===== src/rtl/median_pkg.sv =====
// Shared definitions for the three-sample median filter.
package median_pkg;

    // Default sample/result width.
    localparam int unsigned DATA_W_DEF = 8;

    // Sort sequencer states.
    typedef enum logic [1:0] {
        IDLE = 2'd0,
        S1   = 2'd1,
        S2   = 2'd2,
        S3   = 2'd3
    } state_t;

endpackage


===== src/rtl/median3_filter_cmp_swap.sv =====
// Combinational compare-swap cell: orders (a, b) into (lo, hi), unsigned.
module cmp_swap
    import median_pkg::*;
#(
    parameter int unsigned DATA_W = DATA_W_DEF
) (
    input  logic [DATA_W-1:0] a,
    input  logic [DATA_W-1:0] b,
    output logic [DATA_W-1:0] lo,
    output logic [DATA_W-1:0] hi
);

    logic swap_c;

    // Swap only on strictly greater so equal operands pass straight through.
    always_comb begin
        swap_c = (a > b);
        lo     = swap_c ? b : a;
        hi     = swap_c ? a : b;
    end

endmodule


===== src/rtl/median3_filter.sv =====
// Three-sample median filter: capture on en_i, three sequential compare-swap
// steps, median presented on median_o with a one-cycle done_o pulse.
module median3_filter
    import median_pkg::*;
#(
    parameter int unsigned DATA_W = DATA_W_DEF
) (
    input  logic              clk,
    input  logic              rst_n,
    input  logic              en_i,
    input  logic [DATA_W-1:0] d1_i,
    input  logic [DATA_W-1:0] d2_i,
    input  logic [DATA_W-1:0] d3_i,
    output logic              done_o,
    output logic [DATA_W-1:0] median_o
);

    state_t state;
    state_t state_next;

    logic [DATA_W-1:0] r0;
    logic [DATA_W-1:0] r1;
    logic [DATA_W-1:0] r2;

    logic [DATA_W-1:0] lo01;
    logic [DATA_W-1:0] hi01;
    logic [DATA_W-1:0] lo12;
    logic [DATA_W-1:0] hi12;

    // (r0,r1) cell: S1 ordering step; its hi output is max(r0,r1) in S3.
    cmp_swap #(.DATA_W(DATA_W)) u_cs01 (
        .a  (r0),
        .b  (r1),
        .lo (lo01),
        .hi (hi01)
    );

    // (r1,r2) cell: S2 step pushes the maximum into r2.
    cmp_swap #(.DATA_W(DATA_W)) u_cs12 (
        .a  (r1),
        .b  (r2),
        .lo (lo12),
        .hi (hi12)
    );

    // Next-state logic; the sequence cannot be interrupted once started.
    always_comb begin
        state_next = state;
        case (state)
            IDLE:    if (en_i) state_next = S1;
            S1:      state_next = S2;
            S2:      state_next = S3;
            S3:      state_next = IDLE;
            default: state_next = IDLE;
        endcase
    end

    // State register.
    always_ff @(posedge clk or posedge rst_n) begin
        if (rst_n) begin
            state <= IDLE;
        end else begin
            state <= state_next;
        end
    end

    // Sample registers and registered outputs; done_o defaults low each edge.
    always_ff @(posedge clk or posedge rst_n) begin
        if (rst_n) begin
            r0       <= '0;
            r1       <= '0;
            r2       <= '0;
            done_o   <= 1'b0;
            median_o <= '0;
        end else begin
            done_o <= 1'b0;
            case (state)
                IDLE: begin
                    if (en_i) begin
                        r0 <= d1_i;
                        r1 <= d2_i;
                        r2 <= d3_i;
                    end
                end
                S1: begin
                    r0 <= lo01;
                    r1 <= hi01;
                end
                S2: begin
                    r1 <= lo12;
                    r2 <= hi12;
                end
                S3: begin
                    median_o <= hi01;
                    done_o   <= 1'b1;
                end
                default: ;
            endcase
        end
    end

endmodule


===== config.mk =====
export PLATFORM = sky130hd
export DESIGN_NAME = median3_filter
export DESIGN_NICKNAME = d
export VERILOG_FILES = /design/src/rtl/median_pkg.sv /design/src/rtl/median3_filter_cmp_swap.sv /design/src/rtl/median3_filter.sv
export SDC_FILE = /design/constraint.sdc
export NUM_CORES = 1
export LEC_CHECK = 0
export CAP_MARGIN = 25
export CELL_PAD_IN_SITES_DETAIL_PLACEMENT = 0
export CELL_PAD_IN_SITES_GLOBAL_PLACEMENT = 1
export CORE_MARGIN = 2
export CORE_UTILIZATION = 37
export DETAILED_ROUTE_END_ITERATION = 8
export PLACE_DENSITY_LB_ADDON = 0.1
export SYNTH_ARGS = -nofsm -noshare
export SYNTH_HDL_FRONTEND = slang
export SYNTH_SLANG_ARGS = --single-unit

===== constraint.sdc =====
create_clock -name clk -period 1.9 [get_ports clk]
set_input_delay 0.475 -clock clk [delete_from_list [all_inputs] [get_ports clk]]
set_output_delay 0.475 -clock clk [all_outputs]
set_load 0.05 [all_outputs]

* Word level (Yosys, flattened, before mapping)
Cells that the tools add are included.
Widths: inputs -> output; s select.
** Storage, ports and cells
- Input port bits :: 27
- Flip-flop bits (word level) :: 35
- Word-level logic and storage cells :: 34
- Output and inout port bits :: 9
** Cells by class
- Equality and inequality tests :: 6
- $lt $le $gt $ge :: 2
- Multiplexer cells :: 13
- Reduce and logical (&&, ||, !) cells :: 7
** Operator list (count)
- $mux 8 :: 7
- $pmux 8 s2 :: 2
- $pmux 8 s3 :: 1
- $gt 8x8->1 :: 2
- $reduce_and 3->1 :: 3
- $pmux 2 s4 :: 1
- $eq 2x2->1 const B :: 2
- $ne 2x1->1 const B :: 2
- $reduce_bool 2->1 :: 2
- $reduce_bool 3->1 :: 1
- $eq 2x1->1 const B :: 1
- $logic_not 2->1 :: 1
- $mux 2 :: 1
- $ne 2x2->1 const B :: 1
- $mux 1 :: 1

* Depth between registers and ports, before layout
- Word-level depth :: 3
- Gate-level depth with buffers :: 9
- Gate-level depth less buffers :: 8

* Modules after synthesis
From an unflattened synthesis, not the netlist that was laid out.
** Unflattened totals
- Cell total of the unflattened synthesis :: 245
- Area, all modules :: 2773.9 um^2
** By module, submodules not included
- median3_filter :: cells an instance 157, seq. area each 875.8 um^2, area each 1820.5 um^2, instances 1
- cmp_swap :: cells an instance 44, seq. area each 0.0 um^2, area each 476.7 um^2, instances 2

* Least setup slack after synthesis
Ideal clock, no wire load.
- Path type :: flip-flop to flip-flop
- Start :: register r1[1]
- End :: register r1[0]
- Period minus slack after synthesis :: 1.960 ns
- Buffers on the path :: 1
- Stages on the path, launching flop included :: 10
- Required time :: 1.774 ns
- Arrival time :: 1.834 ns
- Path slack :: -0.060 ns
- Setup time :: 0.126 ns
- Cell sequence :: dfrtp_1 > inv_1 > ha_1 > nor2b_4 > o211ai_2 > a21oi_2 > o22ai_4 > buf_8 > o211ai_2 > a311o_1
** Between the ends
- Longest elaborated chain between the ends :: 3
- Elaborated cells between the ends (all ways) :: 6
- Classes of those cells :: order compare (2); eq/ne (1); mux (2); reduce/logical (1)
** RTL lines
- start, declared :: line median3_filter.sv:22 : logic [DATA_W-1:0] r1;
- start signal, assigned :: line median3_filter.sv:81 : r1 <= d2_i;
- start signal, assigned :: line median3_filter.sv:87 : r1 <= hi01;
- start signal, assigned :: line median3_filter.sv:90 : r1 <= lo12;
- $gt 8x8->1 :: line median3_filter_cmp_swap.sv:17 : swap_c = (a > b);
- $mux 8 / $ne 2x1->1 (equally long branches)
- $pmux 8 s3 / $reduce_and 3->1 (equally long branches)
Parallel ways exist; a longest one is shown, timed or not.
A chain may end at the register's enable or synchronous reset.

* Worst setup path in the final report
- Start :: register r1[1]
- End :: register r1[7]
Same word-level chain as after synthesis.

==> flow_summary.toml <==
[worst_setup_path]
worstSetupStartpointType = "flop"
reg2regPathDepth = 9
path_max_fanout = 7
startpoint = "r1[1]"
cp_data_required_time_ns = 2.09
cp-end-kind = "flop"
r2r_start = "r1[1]"
arrival_ns = 2.26
path_class = "reg2reg"

[die]
row_count = 29
initial_core_util_pct = 38.27
core-area_mm2 = 0.006350
dieArea_mm2 = 0.007231
top_level_ports = 36
die_w_um = 85.04
die_h_um = 85.04

[final_layout]
nNetsFinal = 390
drive_gt1_share_pct = 40.99
area_delta_synth_final_pct = 48.46
fin_util_pct = 56.81
nFillCells = 587
final_cell_mix = "68 x buf_4, 34 x dfrtp_1, 26 x clkdlybuf4s50_1, 23 x nand2_1, 19 x inv_1"
finalNonFillerCells = 421
final_common_cell = "buf_4"
n_antenna_cell = 0

[cts]
clock_sinks = 35
clk_latency_ns = 0.29
cts_hold_buf = 0
clk_path_buf_depth = 2
cts_buffers = 5
clockRootBuffer = "clkbuf_8"
clk_pin_slew_ns = 0.08
htreeDepth = 2
tritoncts = "done"

[synthesis]
syn_avg_cell_area_um2 = 9.918
seq_area_frac_synth_pct = 36.05
syn_area_mm2 = 0.002430
synth.ff_latch_count = 35
yosysWarnings = 0
syn_nets = 292
synthTopCellsByArea = "dfrtp_1 36%, ha_1 10%, mux2_2 6.5%"
synth_top_cell_by_area = "dfrtp_1"
syn_inst = 245
synth_cell_types = 36
yosys.area.top_type_share_pct = 36.05

[sta]
fin_crit_sh_pct = 109.1
worst_pin_slew_ns = 0.3942
layout_min_cycle_time_ns = 2.072
setup_tns_ns = -2.978
drv_slew = 0
setup_viol = 30
rsz0062_at_grt = "true"
clock.fmax_mhz = 482.6
fin_skew_ns = 0.007846
fin_ws_ns = -0.1720
worst_slew_margin_rel_pct = 73.44
hold_violations = 0

[global_route]
grt_usage_pct = 19.54
grt_max_degree = 36
antenna_found_initial = 0
grt_pass1_vias = 2373
grt_overflow = 0
grt_pass1_wl_um = 11270

[drt]
viasPerCell = 5.164
wl_per_cell_um = 15.86
drc = 0
wirelength_um = 6677
dr.first_iter.drc_count = 79
final_antenna_net_count = 0
dr.pass1.iters = 4
num_vias = 2174

[min_path]
hold_path_class = "in2async"

[placement]
io_buffer_count = 35
place_congestion = 0.7792
place_ws_ns = -0.2229
dp_cells = 403
dp_hpwl_um = 4711

[flow_run]
cap_viol_max_count = 0

[run_status]
violations = "negative setup slack"
status = "finished, violations left"
cell families after synthesis:
kind of cell | count (synthesis) | synth area share, %
AO/OA/AOI/OAI | 67 | 21.58
AND/OR/NAND/NOR | 64 | 14.11
adder cells (fa/ha/maj) | 20 | 10.30
flip-flops | 35 | 36.05
buffers and inverters | 33 | 6.539
multiplexers | 26 | 11.43
layer usage:
metal  track usage [%]  vias up  wire length [µm]
met2             34.73       24              3475
met4             4.329        0                26
met5                 0        -                 0
met1             24.61     1056              3012
li1                  -     1091                 -
met3             3.599        3               163
cells in the mapped netlist (all sizes together):
cell and count:
a21oi 22, nand2 23, mux2 14, o2bb2ai 6, a21o 1, clkbuf 6, mux2i 12, dfrtp 35
o211ai 10, o21a 1, a22oi 6, or2 9, and4 7, o22ai 3, ha 20, o211a 1
a32o 1, nor2b 4, nor2 17, nand4 4, inv 21, a311o 8, o21ai 8, buf 6
through the flow:
stage,cell area [µm²],hold WS [ns]
2_1_floorplan,2430,0.4773
3_3_place_gp,3234,0.5107
3_5_place_dp,3234,0.5107
4_1_cts,3521,0.5335
5_1_grt,3607,0.5517
6_report,3607,0.5291
sequential cells by signal (all words and copies together), names as in the netlist:
register	cells
median_o	8
r0	8
r1	8
r2	8
state	2
done_o	1
what timing repair did:
item	in CTS	in global routing
pin swaps	8	4
endpoints found under the setup margin	32	32
buffers inserted	6	3
resized for setup	19	11
cloned	2	0
cell type report:
| type | instances | area [µm²] | area share [%] |
|---|---|---|---|
| Tap cell | 77 | 96.34 | 2.671 |
| Clock inverter | 2 | 35.03 | 0.9712 |
| Clock buffer | 6 | 82.58 | 2.289 |
| Timing Repair Buffer | 102 | 887.1 | 24.59 |
| Sequential cell | 35 | 877.1 | 24.31 |
| Multi-Input combinational cell | 178 | 1550 | 42.98 |
| Inverter | 21 | 78.83 | 2.185 |
critical path: stages (launching register included):
cell      delay [ns]
dfrtp_1         0.39
inv_2           0.07
ha_4            0.26
nor2b_4         0.13
o211ai_2        0.08
a21oi_2         0.19
o22ai_4         0.15
buf_6           0.16
a311o_1         0.31
a32o_1          0.21
path summary, 6_finish.rpt:
path / end / slack (ns)
min reg2reg: r2[0] / 0.53
max: r1[7] / -0.17
min: median_o[5] / 0.53
max in group asynchronous: r1[6] / 1.17
max reg2reg: r1[7] / -0.17
min in group clk: r2[0] / 0.53
Power is not shown: default switching activity piles up to over one toggle a cycle in this logic, so the estimate is an artifact.
